### src/rtl/alu_rr_arbiter.sv
// Round-robin arbiter sharing one combinational ALU between two valid/ready requesters.
// Optional opcode legality check enabled by defining ALU_ARB_OPCHK_EN (adds the err output).
module alu_rr_arbiter #(
    parameter int ALU_LAT = 1,
    parameter int W       = 16
) (
    input  logic         clk,
    input  logic         rst,

    input  logic         req0_valid,
    output logic         req0_ready,
    input  logic [W-1:0] req0_a,
    input  logic [W-1:0] req0_b,
    input  logic [4:0]   req0_code,

    input  logic         req1_valid,
    output logic         req1_ready,
    input  logic [W-1:0] req1_a,
    input  logic [W-1:0] req1_b,
    input  logic [4:0]   req1_code,

    output logic         rsp0_valid,
    input  logic         rsp0_ready,
    output logic [W-1:0] rsp0_c,
    output logic         rsp0_vout,
    output logic         rsp0_cout,

    output logic         rsp1_valid,
    input  logic         rsp1_ready,
    output logic [W-1:0] rsp1_c,
    output logic         rsp1_vout,
    output logic         rsp1_cout,

    output logic [W-1:0] alu_a,
    output logic [W-1:0] alu_b,
    output logic [4:0]   alu_code,
    output logic         alu_coe,
    input  logic [W-1:0] alu_c,
    input  logic         alu_vout,
    input  logic         alu_cout,

    output logic         busy
`ifdef ALU_ARB_OPCHK_EN
    ,
    output logic         err
`endif
);

    localparam int CW = (ALU_LAT > 1) ? $clog2(ALU_LAT) : 1;

    typedef enum logic [1:0] {IDLE, EXEC, RESP} state_t;

    state_t         state, state_nxt;
    logic           last_grant;
    logic [CW-1:0]  cnt;

    logic           any_valid;
    logic           grant;
    logic           accept;
    logic           code_ok;
    logic           rsp_release;
    logic [W-1:0]   sel_a;
    logic [W-1:0]   sel_b;
    logic [4:0]     sel_code;

    // Contention goes to whichever port was not served last.
    always_comb begin
        grant = 1'b0;
        if (req0_valid && req1_valid)
            grant = ~last_grant;
        else if (req1_valid)
            grant = 1'b1;
    end

    assign any_valid   = req0_valid | req1_valid;
    assign accept      = (state == IDLE) && any_valid;
    assign req0_ready  = accept && !grant;
    assign req1_ready  = accept && grant;
    assign busy        = (state != IDLE);
    assign sel_a       = grant ? req1_a    : req0_a;
    assign sel_b       = grant ? req1_b    : req0_b;
    assign sel_code    = grant ? req1_code : req0_code;
    assign rsp_release = last_grant ? rsp1_ready : rsp0_ready;

`ifdef ALU_ARB_OPCHK_EN
    function automatic logic code_legal(input logic [4:0] code);
        case (code)
            5'b00000, 5'b00001, 5'b00010, 5'b00011, 5'b00100, 5'b00101,
            5'b01000, 5'b01001, 5'b01010, 5'b01100,
            5'b10000, 5'b10001, 5'b10010, 5'b10011,
            5'b11000, 5'b11001, 5'b11010, 5'b11011, 5'b11100, 5'b11101:
                return 1'b1;
            default:
                return 1'b0;
        endcase
    endfunction

    assign code_ok = code_legal(sel_code);
`else
    assign code_ok = 1'b1;
`endif

    always_comb begin
        state_nxt = state;
        case (state)
            IDLE:    if (accept) state_nxt = code_ok ? EXEC : RESP;
            EXEC:    if (cnt == '0) state_nxt = RESP;
            RESP:    if (rsp_release) state_nxt = IDLE;
            default: state_nxt = IDLE;
        endcase
    end

    // last_grant doubles as the owner of the in-flight operation until it is released.
    always_ff @(posedge clk) begin
        if (rst) begin
            state      <= IDLE;
            last_grant <= 1'b1;
            cnt        <= '0;
            alu_a      <= '0;
            alu_b      <= '0;
            alu_code   <= '0;
            alu_coe    <= 1'b1;
            rsp0_valid <= 1'b0;
            rsp0_c     <= '0;
            rsp0_vout  <= 1'b0;
            rsp0_cout  <= 1'b0;
            rsp1_valid <= 1'b0;
            rsp1_c     <= '0;
            rsp1_vout  <= 1'b0;
            rsp1_cout  <= 1'b0;
`ifdef ALU_ARB_OPCHK_EN
            err        <= 1'b0;
`endif
        end else begin
            state <= state_nxt;
            case (state)
                IDLE: begin
                    if (accept) begin
                        last_grant <= grant;
                        if (code_ok) begin
                            alu_a    <= sel_a;
                            alu_b    <= sel_b;
                            alu_code <= sel_code;
                            alu_coe  <= 1'b0;
                            cnt      <= CW'(ALU_LAT - 1);
                        end else begin
                            if (grant) begin
                                rsp1_valid <= 1'b1;
                                rsp1_c     <= '0;
                                rsp1_vout  <= 1'b0;
                                rsp1_cout  <= 1'b0;
                            end else begin
                                rsp0_valid <= 1'b1;
                                rsp0_c     <= '0;
                                rsp0_vout  <= 1'b0;
                                rsp0_cout  <= 1'b0;
                            end
`ifdef ALU_ARB_OPCHK_EN
                            err <= 1'b1;
`endif
                        end
                    end
                end
                EXEC: begin
                    if (cnt == '0) begin
                        alu_coe <= 1'b1;
                        if (last_grant) begin
                            rsp1_valid <= 1'b1;
                            rsp1_c     <= alu_c;
                            rsp1_vout  <= alu_vout;
                            rsp1_cout  <= alu_cout;
                        end else begin
                            rsp0_valid <= 1'b1;
                            rsp0_c     <= alu_c;
                            rsp0_vout  <= alu_vout;
                            rsp0_cout  <= alu_cout;
                        end
                    end else begin
                        cnt <= cnt - CW'(1);
                    end
                end
                RESP: begin
                    if (rsp_release) begin
                        if (last_grant)
                            rsp1_valid <= 1'b0;
                        else
                            rsp0_valid <= 1'b0;
`ifdef ALU_ARB_OPCHK_EN
                        err <= 1'b0;
`endif
                    end
                end
                default: ;
            endcase
        end
    end

endmodule

### config.mk
export PLATFORM = sky130hd
export DESIGN_NAME = alu_rr_arbiter
export DESIGN_NICKNAME = d
export VERILOG_FILES = /design/src/rtl/alu_rr_arbiter.sv
export SDC_FILE = /design/constraint.sdc
export NUM_CORES = 1
export LEC_CHECK = 0
export CAP_MARGIN = 10
export CORE_ASPECT_RATIO = 1.25
export CORE_UTILIZATION = 39
export CTS_CLUSTER_DIAMETER = 120
export DETAILED_ROUTE_END_ITERATION = 10
export PLACE_DENSITY = 0.82
export SYNTH_ARGS = -nofsm -noshare
export SYNTH_HDL_FRONTEND = slang
export SYNTH_SLANG_ARGS = --single-unit
### constraint.sdc
create_clock -name clk -period 1.9 [get_ports clk]
set_clock_uncertainty 0.15 [all_clocks]
set_input_delay 0.285 -clock clk [delete_from_list [all_inputs] [get_ports clk]]
set_output_delay 0.285 -clock clk [all_outputs]
set_load 0.02 [all_outputs]
## After elaboration in Yosys (flattened, before gate mapping)

Cells that the tools add are included.

- $add $sub $neg: 1
- Equality and inequality tests: 9
- Muxes and demuxes: 25
- Bitwise operators: 3
- Reductions and logical operators: 17

Operators by type and width:

| kind | number |
|---|---|
| 16-bit 2-to-1 mux | 2 |
| 1-bit 2-to-1 mux | 14 |
| 2-bit != test (second input constant) | 7 |
| 3-bit AND reduction | 4 |
| 5-bit AND reduction | 2 |
| 1-bit one-hot mux with 2 select lines | 4 |
| 2-bit 2-to-1 mux | 3 |
| 2-bit one-hot mux with 3 select lines | 1 |
| 2-bit nonzero test | 3 |
| 5-bit 2-to-1 mux | 1 |
| 1-bit logical AND | 4 |
| 2-bit AND reduction | 2 |
| 2-bit by 1-bit == test with 1-bit output (second input constant) | 1 |
| 2-bit == test (second input constant) | 1 |
| 2-bit zero test | 1 |
| 1-bit NOT | 2 |
| 1-bit zero test | 1 |
| 1-bit bitwise OR | 1 |
| 1-bit subtractor (second input constant) | 1 |

- Flip-flop bits (word level): 80
- Input bits: 98

## Logic depth before layout (Yosys ltp)

- Word-level depth: 4
- Mapped depth: 6
- Gate-level depth less buffers: 3

## Least setup slack after synthesis

No wires, ideal clock.

- Path kind: reg2out
- From: register state[1]
- To: output req1_ready
- Arrival: 1.187 ns
- Slack: 0.278 ns
- Cell stages (with the launch flop): 6
- Buffers on the path: 3
- Path through: dfxtp_1 -> buf_4 -> nor3b_2 -> buf_4 -> buf_6 -> and2_1

- Word-level cells in the longest chain between the ends: 3

Ends and longest elaborated chain:

| item | RTL line | source |
|---|---|---|
| start: declaration | 53 | `state_t state, state_nxt;` |
| start signal: assignment | 135 | `state <= state_nxt;` |
| 2-bit zero test | 76 | `assign accept = (state == IDLE) && any_valid;` |
| 1-bit logical AND | 76 |  |
| 1-bit logical AND | 78 | `assign req1_ready = accept && grant;` |
| end: declaration | 17 | `output logic req1_ready,` |

Every way passes these cells.

## Worst setup path after layout

- From: register state[0]
- To: output busy

- Word-level cells in the longest chain between the ends: 1

Ends and longest elaborated chain:

| item | RTL line | source |
|---|---|---|
| 2-bit nonzero test | 79 | `assign busy = (state != IDLE);` |
| end: declaration | 42 | `output logic busy` |

Every way passes these cells.

==> impl_results.md <==
- Outcome: finished, final reports clean
- Reg clk slew, reported paths: 0.09 ns
- Die Y-Extent: 104.0 um
- Total wire length: 10.48 mm
- Final Critical Period: 1.822 ns
- Num CTS Buffers: 9
- Final core occ: 66.45%
- Initial antenna violation count: 0
- Routed met2 length: roughly 5.2 mm
- Layout Nets: ~670
- Worst-Margin Slew: approximately 0.47 ns
- Fill count: roughly 680
- Initial Utilization: 40.96%
- Setup violators final: 0
- FF+latch area: 0.001583 mm^2
- Metal1 wirelength: 4.028 mm
- Worst skew pair latency: 0.34 ns
- CORE AREA: 0.007928 mm^2
- Post-Synthesis Cells: between 400 and 500
- P per Cell Area: roughly 820 mW/mm^2
- Register bit total from synthesis: ~80
- Final period util: between 90 and 100%
- Synth area leader: dfxtp_1
- RSZ-0062 raised after global routing: no
- Dpl ws: -0.2827 ns
- Post-synth EDFFs: 0
- Detailed Route Iter0 Violations: between 100 and 150
- Avg WL per Cell: 15.67 um
- Top achievable clock speed: 548.7 MHz
- IO buf count: 176
- Post-Syn Nets: ~510
- Internal Power: 3.063 mW
- Top post-synthesis cells by count: dfxtp_1, nand2_1, nand3_1
- Net Sw Power: roughly 1.3 mW
- TritonRoute pass-1 iters: 4
- Final Wtd Congestion: between 0.7 and 0.8
- DRC: 0
- Global-route wire length before repair: 17.41 mm
- Crit path max fanout: 4
- Slew HR: 68.80%
- Post-CTS resize count: 5
- Reg power frac: 42.7%
- Synth Area per Inst: about 8 um^2
- Synth Flop Type: dfxtp_1
- Largest net degree at the start of global routing: 39
- Max Cap Viol: 0
- H-Tree Depth: 3
- Netlist cell types: 26
- Clk sinks: just under 80
- ANT cells: 0
- Area of the multi-input gates: around 0.0015 mm^2
- # Post-CTS Setup Buffers: 0
- Clock Power Share: 32.1%
- CP Capture Type: output pin
- Maximum root-to-sink buffer count: 2
- # IOs: between 150 and 200
- Gate power share: 25.2%
- Critical Path RT: roughly 1.5 ns
- Total length of routed met3 wires: 955 um
- Hold buffer count at CTS: 0
- Tot Pwr: roughly 4.3 mW
- Die ar.: 0.008697 mm^2
- Top Layer Used: met4
- Most frequent cell after synthesis: dfxtp_1
- Rows: 36
- Setup ws final: 0.07754 ns
- Setup TNS: 0 ns
- Final hold violation count: 0
- Switching portion of total power: 29.34%
- Minimum hold slack: between 0.2 and 0.25 ns
- CTS tree: yes
- Synth top area share: 48.71%
- Final-report max-slew violation count: 0
- Critical Path AT: 1.39 ns
- Register area share after synthesis: 48.71%
- Layout cell share with drive strength beyond 1: roughly 7.3%
- Max IR drop VDD: 0.6218 mV
- All-Layer GR Usage: around a quarter
- Mapped Area: 0.003247 mm^2
- ANT nets after route: 0
- Top cells by area, synth: dfxtp_1, nand3_1, nand2_1
- Overflow after GRT: 0
- Number of global-route vias before repair: between 3000 and 4000
- Yosys warns: 0
- Die width: 83.61 um
- Post-DP HPWL: between 7 and 8 mm
- Root Buffer: clkbuf_8
- Syn-to-layout area delta: 62.24%
- Startpoint types: flop
- Hold Path Class: in2reg
- Leakage: approximately 1.8 nW
- DR vias: 3682
- Setup CP Type: reg2out
- Post-synth ARST share: 0%
- Via density: 5.504
[cell families after synthesis]
kind of cell           after synthesis  share of synthesized area (%)
flip-flops                          79                          48.71
buffers and inverters               43                          6.936
AND/OR/NAND/NOR                    167                          24.47
AO/OA/AOI/OAI                      118                          19.88
[path summary, 6_finish.rpt]
| kind | start | end | slack (ns) | depth (start not counted) |
|---|---|---|---|---|
| max | state[0]$_SDFFE_PP0P_ | busy | 0.08 | 2 |
| min | rst | rsp0_cout$_SDFFE_PP0P_ | 0.24 | 2 |
| min reg2reg | rsp0_c[11]$_SDFFE_PP0P_ | rsp0_c[11]$_SDFFE_PP0P_ | 0.31 | 2 |
| max reg2reg | state[0]$_SDFFE_PP0P_ | rsp0_c[15]$_SDFFE_PP0P_ | 0.24 | 5 |
[layer usage]
metal	up-vias	global-route usage (%)
li1	1755	-
met2	176	41.52
met1	1728	28.30
met5	-	0
met3	23	8.413
met4	0	9.564
[critical path: stages (launching register included)]
cell and delay (ns):
dfxtp_1 0.39, or2_2 0.31, dlygate4sd2_1 0.35
[sequential cells by signal, summed over array words and instances, names as in the netlist]
| name | flops |
|---|---|
| alu_code | 5 |
| last_grant | 1 |
| rsp0_vout | 1 |
| rsp0_cout | 1 |
| rsp0_valid | 1 |
| rsp0_c | 16 |
| rsp1_c | 16 |
| rsp1_vout | 1 |
| alu_a | 16 |
| state | 2 |
| rsp1_cout | 1 |
| alu_coe | 1 |
| alu_b | 16 |
| rsp1_valid | 1 |
[cell usage in the layout, fill, tap and decap left out, drive strengths merged, types with 2 or more instances in the layout]
master         netlist  layout
clkdlybuf4s50        0     172
dfxtp               79      79
nand2               75      75
nand3               74      74
a21oi               39      39
o21ai               39      39
a31oi               37      37
buf                 23      18
clkbuf              19      12
nor3b                3       3
nand2b               3       3
nand3b               3       3
inv                  1       3
and2                 2       2
a211oi               2       2
clkinvlp             0       2
bufinv               0       2
nor2                 2       2
[area by class of cell]
cell class / instances / share of cell area [%]
Timing Repair Buffer: 193 / 35.80
Sequential cell: 79 / 30.05
Multi-Input combinational cell: 285 / 27.65
Clock buffer: 10 / 2.423
Tap cell: 95 / 2.257
Clock inverter: 6 / 1.758
Inverter: 1 / 0.07126
[metrics by stage]
stage,instance area [um^2],std cells
2_1_floorplan,3247,407
3_3_place_gp,5056,653
3_5_place_dp,5056,653
4_1_cts,5275,669
5_1_grt,5268,669
6_report,5268,669
[power by group through the flow]
| stage | logic [mW] | registers (mW) | clock network [mW] |
|---|---|---|---|
| global placement | 1.08 | 1.88 | 0 |
| CTS | 1.10 | 1.85 | 1.42 |
| global route | 1.18 | 1.87 | 1.51 |
| floorplan | 0.403 | 2.02 | 0 |
| detailed placement | 1.10 | 1.89 | 0 |
| finish | 1.09 | 1.85 | 1.39 |
Power figures use the tool's default switching activity.
